### src/rtl/mar_pkg.sv
// Shared state encoding and mode constants for the SAP memory address register and loader.
package mar_pkg;

  typedef enum logic [1:0] {
    S_RUN    = 2'd0,
    S_PIDLE  = 2'd1,
    S_PWRITE = 2'd2,
    S_PDONE  = 2'd3
  } state_t;

  localparam logic MODE_RUN  = 1'b0;
  localparam logic MODE_PROG = 1'b1;

endpackage

### src/rtl/mar_addr_ctr.sv
// AW-bit address register with sync clear, load and increment; flags the top address.
module mar_addr_ctr
  import mar_pkg::*;
#(
  parameter int unsigned AW = 4
) (
  input  logic          clk,
  input  logic          clr,
  input  logic          ld_en,
  input  logic [AW-1:0] ld_val,
  input  logic          inc_en,
  output logic [AW-1:0] q,
  output logic          is_last_c
);

  logic [AW-1:0] cnt_q;
  logic [AW-1:0] cnt_d;

  // Load wins over increment; increment wraps naturally at AW bits.
  always_comb begin
    cnt_d = cnt_q;
    if (ld_en) begin
      cnt_d = ld_val;
    end else if (inc_en) begin
      cnt_d = cnt_q + AW'(1);
    end
  end

  always_ff @(posedge clk) begin
    if (clr) begin
      cnt_q <= '0;
    end else begin
      cnt_q <= cnt_d;
    end
  end

  assign q         = cnt_q;
  assign is_last_c = (cnt_q == {AW{1'b1}});

endmodule

### src/rtl/mar_loader.sv
// SAP memory address register: RUN-mode WBUS load/increment, PROG-mode streaming RAM loader.
module mar_loader
  import mar_pkg::*;
#(
  parameter int unsigned BUS_W  = 8,
  parameter int unsigned AW     = 4,
  parameter int unsigned DW     = 4,
  parameter logic [AW-1:0] ORIGIN = '0
) (
  input  logic             CLK,
  input  logic             CLR,
  input  logic             MODE,
  input  logic [BUS_W-1:0] WBUS,
  input  logic             nLm,
  input  logic             nInc,
  input  logic [DW-1:0]    PROG_DATA,
  input  logic             PROG_VALID,
  output logic             PROG_READY,
  output logic [AW-1:0]    address,
  output logic [DW-1:0]    data,
  output logic             RAM_WE,
  output logic             PROG_DONE
);

  state_t        state_q;
  state_t        state_d;
  logic [DW-1:0] data_q;
  logic [DW-1:0] data_d;

  logic          addr_ld;
  logic [AW-1:0] addr_ld_val;
  logic          addr_inc;
  logic          addr_last_c;

  // Only the low AW/DW bits of WBUS are used; the rest is intentionally ignored.
  logic unused_wbus;
  assign unused_wbus = ^WBUS;

  mar_addr_ctr #(
    .AW (AW)
  ) u_addr_ctr (
    .clk       (CLK),
    .clr       (CLR),
    .ld_en     (addr_ld),
    .ld_val    (addr_ld_val),
    .inc_en    (addr_inc),
    .q         (address),
    .is_last_c (addr_last_c)
  );

  // Next-state, data and address-control decode.
  always_comb begin
    state_d     = state_q;
    data_d      = data_q;
    addr_ld     = 1'b0;
    addr_ld_val = WBUS[AW-1:0];
    addr_inc    = 1'b0;

    unique case (state_q)
      S_RUN: begin
        if (MODE == MODE_PROG) begin
          state_d     = S_PIDLE;
          addr_ld     = 1'b1;
          addr_ld_val = ORIGIN;
        end else if (!nLm) begin
          addr_ld = 1'b1;
          data_d  = WBUS[DW-1:0];
        end else if (!nInc) begin
          addr_inc = 1'b1;
        end
      end

      S_PIDLE: begin
        if (MODE == MODE_RUN) begin
          state_d = S_RUN;
        end else if (PROG_VALID) begin
          data_d  = PROG_DATA;
          state_d = S_PWRITE;
        end
      end

      // The write always completes; MODE is only looked at once we leave here.
      S_PWRITE: begin
        if (addr_last_c) begin
          state_d = S_PDONE;
        end else begin
          addr_inc = 1'b1;
          state_d  = S_PIDLE;
        end
      end

      S_PDONE: begin
        if (MODE == MODE_RUN) begin
          state_d = S_RUN;
        end
      end

      default: state_d = S_RUN;
    endcase
  end

  always_ff @(posedge CLK) begin
    if (CLR) begin
      state_q <= S_RUN;
      data_q  <= '0;
    end else begin
      state_q <= state_d;
      data_q  <= data_d;
    end
  end

  // Strobes are pure decodes of the state register.
  assign PROG_READY = (state_q == S_PIDLE);
  assign RAM_WE     = (state_q == S_PWRITE);
  assign PROG_DONE  = (state_q == S_PDONE);
  assign data       = data_q;

endmodule
### config.mk
export PLATFORM = sky130hd
export DESIGN_NAME = mar_loader
export DESIGN_NICKNAME = d
export VERILOG_FILES = /design/src/rtl/mar_pkg.sv /design/src/rtl/mar_addr_ctr.sv /design/src/rtl/mar_loader.sv
export SDC_FILE = /design/constraint.sdc
export NUM_CORES = 1
export LEC_CHECK = 0
export CAP_MARGIN = 20
export CORE_MARGIN = 2
export CORE_UTILIZATION = 25
export DETAILED_ROUTE_END_ITERATION = 10
export DONT_BUFFER_PORTS = 1
export GPL_TIMING_DRIVEN = 1
export HOLD_SLACK_MARGIN = 0.05
export MAX_ROUTING_LAYER = met4
export PLACE_DENSITY = 0.41
export SETUP_SLACK_MARGIN = 0.5
export SLEW_MARGIN = 20
export SYNTH_ARGS = -nofsm -noshare
export SYNTH_HDL_FRONTEND = slang
export SYNTH_SLANG_ARGS = --single-unit
### constraint.sdc
create_clock -name CLK -period 1.3 [get_ports CLK]
set_input_delay 0.195 -clock CLK [delete_from_list [all_inputs] [get_ports CLK]]
set_output_delay 0.195 -clock CLK [all_outputs]
set_load 0.1 [all_outputs]
**After elaboration in Yosys (flattened, before gate mapping)**

Index checks and enable logic that the tools add are counted.

- Flip-flop bits (word level): 10
- Word-level logic and storage cells: 43
- Input bits: 18

- Eq/ne operators: 11
- Reductions and logical operators: 5
- Add/subtract/negate cells: 1
- Muxes and demuxes: 23

Operator list:

| operator | number |
|---|---|
| $mux W4 | 8 |
| $ne A2 B2 Y1 const B | 6 |
| $mux W2 | 5 |
| $pmux W2 S4 | 1 |
| $pmux W4 S2 | 1 |
| $mux W1 | 7 |
| $reduce_and A5 Y1 | 1 |
| $add A4 B1 Y4 const B | 1 |
| $eq A2 B2 Y1 const B | 2 |
| $eq A4 B4 Y1 const B | 1 |
| $reduce_bool A2 Y1 | 2 |
| $ne A3 B3 Y1 const B | 1 |
| $reduce_and A3 Y1 | 1 |
| $eq A2 B1 Y1 const B | 1 |
| $logic_not A2 Y1 | 1 |
| $pmux W1 S2 | 1 |

**Logic depth before layout (Yosys ltp)**

- Depth in word-level cells: 6
- Gate-level depth with buffers: 5
- Depth with buffers taken out: 5

**Hierarchy**

Synthesis repeated with hierarchy kept, for this count alone.

- Cell total of the unflattened synthesis: 69
- Area total of the unflattened synthesis: 631.9 µm²

Modules (own cells, without submodules):

| module | seq. area each (µm²) | area an instance (µm²) | times used | cells an instance |
|---|---|---|---|---|
| mar_loader | 120.1 | 420.4 | 1 | 46 |
| mar_addr_ctr | 80.1 | 211.5 | 1 | 23 |

**Worst setup path after synthesis**

Ideal clock, no wire load.

- Kind: reg2reg
- Start point: reg u_addr_ctr.cnt_q[0] (netlist: u_addr_ctr.q[0])
- End point: reg u_addr_ctr.cnt_q[2] (netlist: u_addr_ctr.q[2])
- Setup slack: -875 ps
- Period minus slack after synthesis: 2175 ps
- Cell stages (with the launch flop): 6
- Data required time: 1220 ps
- Arrival time: 2095 ps
- Setup time: 80 ps
- Cell sequence: dfxtp_1 ha_1 and4_1 nor3_2 a31o_2 a211oi_2

- Longest elaborated chain between the ends: 4

Ends and longest elaborated chain:

| what | RTL line | RTL |
|---|---|---|
| start, declared | mar_addr_ctr.sv:16 | `logic [AW-1:0] cnt_q;` |
| start signal, assigned | mar_addr_ctr.sv:33 | `cnt_q <= cnt_d;` |
| branches (longest 4 deep; another with $add A4 B1 Y4) | n/a |  |

Parallel ways; which one is timed is not known. The select of a mux whose other input is x is not followed.
A chain may end at the register's enable or synchronous reset.

**Worst setup path after layout**

- Start point: reg u_addr_ctr.cnt_q[0] (netlist: u_addr_ctr.q[0])
- End point: reg u_addr_ctr.cnt_q[0] (netlist: u_addr_ctr.q[0])

The elaborated chain is that of the path after synthesis.

==> reports/metrics.cfg <==
[status]
status = complete, but fails checks
violations = setup timing

[yosys]
syn_area_per_cell_um2 = 9.15
synth_seq_cells = 10
ys_seq_area_share_pct = 32.7
synthDistinctLibCells = 32
synth_cells = 67
netlist.area_leader.share_pct = 32.7
yosys-top-cells-count = dfxtp_1 (10), nor2_1 (6), a211oi_1 (5)
netlist_area_um2 = 613
syn_nets = 86
synth.most_common_cell = dfxtp_1
yosys.area.top_type = dfxtp_1
synth_ff_type = dfxtp_1
synth_area_leaders = dfxtp_1 (33%), mux2i_1 (6.5%), a211oi_1 (6.1%)
synth_edf_count = 0
yosys_warnings = 0
synthArstFlopShare_pct = 0

[worst_setup_path]
path_max_fanout = 6
path_buf_inv = 0
critPathTopFamily = simple AND/OR/NAND/NOR gates
crit_arrival_ns = 1.50
crit_slowest_cell = dfxtp_4
rr_startpoint = u_addr_ctr.q[0]
critical_path.startpoint = u_addr_ctr.q[0]
r2r_slack_ns = -0.06
startpoint_type = register
path_cells = ha_4 > and4_4 > nor3_4 > a21o_1 > a211oi_2
cp_slowest_stage_delay_ns = 0.35
reg2reg_depth = 5
timing.rr.end = u_addr_ctr.q[0]
crit_type = reg2reg
cp-end-kind = register
crit_required_ns = 1.44

[timing]
slew_headroom_pct = 69.6
hold_viol = 0
period_needed_ns = 1.36
setup_viol_count_final = 10
rsz0062_at_grt = true
tightest_slew_ns = 0.456
slew_violations = 0
finalCritPeriodShare_pct = 105
fmax_ghz = 0.733
skew_ns = 0.00683
worst_slack_ns = -0.0644

[grt]
grt_max_degree = 9
gr-usage-all-layers_pct = 15.9
grt_util_met1_pct = 18.5
antenna_found_initial = 0
overflow = 0
grt_pass1_wl_mm = 3.06
gr-usage-met2_pct = 24.9
use_met3_pct = 6.50
grt_pass1_vias = 657
top_usage_layer = met2

[hold_path]
min_from = CLR
hold_end = u_addr_ctr.q[2]
whs_path_depth = 2
min_path_type = in2reg

[drt]
dr.pass1.iters = 4
drcViolationCount = 0
post_drt_wl_per_cell_um = 15.0
drtIter0Drc = 15
wl_mm = 1.85
num_vias = 618
viasPerCell = 5.02
ant_nets = 0

[power]
power_frac_clock_pct = 27.3
p_per_area_nw_per_um2 = 948
p_sw_mw = 0.394
power_leakage_nw = 0.426
finalPower_mw = 1.06
p_sw_share_pct = 37.2
peakVddDrop_mv = 0.678
comb_power_share_pct = 34.9
p_int_mw = 0.664
seq_power_share_pct = 37.9

[finish]
multi_input_area_um2 = 450
area_growth_pct = 82.0
fin_nets = 115
antenna_cells = 0
drive_above_1_share_pct = 63.2
register_area_um2 = 238
fillers = 207
final_cells = 123

[floorplan]
die_w_um = 53.5
die_area_um2 = 2860
core-area_um2 = 2280
start_util_pct = 26.9
fp-row-count = 17
io_pins = 29
die-height_um = 53.5

[clocking]
root_buffer = clkbuf_4
path_clk_slew_ns = 0.06
cts_tree = yes
cts-buffers-inserted = 3
clock_latency_ns = 0.27
cts.sinks = 10
clk_path_buf_depth = 2
htree_levels = 1

[place]
gp_congestion = 0.720
dpl.hpwl_mm = 1.24
io_buffers = 0
place_inst = 110

[job]
drv_cap = 0

## worst max-delay path by stage
stage / endpoint / depth (start not counted)
2_1_floorplan: u_addr_ctr.q[2] / 5
3_3_place_gp: u_addr_ctr.q[2] / 5
3_5_place_dp: u_addr_ctr.q[2] / 5
4_1_cts: PROG_DONE / 2
5_1_grt: u_addr_ctr.q[2] / 5
6_report: u_addr_ctr.q[0] / 5
## registers in the layout, indices dropped and copies added, names as in the netlist
register / cells
u_addr_ctr.q: 4
state_q: 2
data: 4
## final cells by class
cell class              count  area share [%]
clock buffers               4            3.25
repair buffers             28            31.3
well taps                  28            3.14
inverters                   2           0.673
multi-input cells          51            40.4
flip-flops and latches     10            21.3
## cell usage in the layout, fill, tap and decap left out
cell / count
a211oi_1: 2
a211oi_2: 6
nor2b_4: 2
a21o_1: 2
dfxtp_4: 10
nor4_4: 1
nor2_4: 1
a21oi_4: 1
or3_4: 1
nor4_1: 1
and4_4: 1
a31o_2: 1
a21oi_1: 2
nor3_4: 1
mux2i_1: 4
buf_6: 9
a2bb2oi_1: 1
nand4_1: 1
nor2_1: 4
o211ai_1: 1
nand2b_1: 1
dlymetal6s4s_1: 1
o21ai_1: 2
ha_4: 1
o311a_1: 1
nand3_1: 1
clkbuf_8: 1
nor4_2: 1
inv_1: 2
nor3_1: 4
buf_4: 10
clkbuf_4: 3
buf_12: 8
a31oi_1: 1
nor2b_1: 1
and2_4: 1
nor2_2: 1
nand2_1: 3
## layer usage
metal,up-vias,part of all wire [%]
met3,4,8.5
li1,310,-
met1,282,43
met4,0,1.4
met2,22,47
met5,-,0
## logic make-up after synthesis
group	synth area share (%)
and+or+nand+nor	26.1
AOI/OAI and AO/OA	27.3
DFF	32.7
buffers and inverters	5.31
muxes	6.53
adders and majority gates	2.04
## metrics by stage
step / utilization [%] / setup TNS, ns / hold WS [ns] / setup slack [ns] / instance area (µm²)
floorplan: - / -0.638 / 0.343 / -0.209 / 706
global placement: 37.9 / -0.179 / 0.254 / -0.0806 / 862
detailed placement: 37.9 / -0.194 / 0.256 / -0.0814 / 862
CTS: 47.2 / -0.249 / 0.0596 / -0.0427 / 1070
global route: 49.0 / -0.905 / 0.0559 / -0.112 / 1120
finish: 49.0 / -0.276 / 0.0734 / -0.0644 / 1120
## timing repair
item	in CTS	in global routing
pin swaps	8	8
hold buffers	1	0
endpoints found under the setup margin	21	21
endpoints found under the hold margin	8	0
setup buffers	6	2
gates resized for setup	30	7
## power by group through the flow
stage	sequential (mW)	clock [mW]	combinational [mW]
final	0.401	0.289	0.369
after CTS	0.400	0.308	0.348
after floorplan	0.479	0	0.145
after global routing	0.405	0.330	0.389
after global placement	0.407	0	0.274
after detailed placement	0.407	0	0.276
Power figures use the tool's default switching activity.
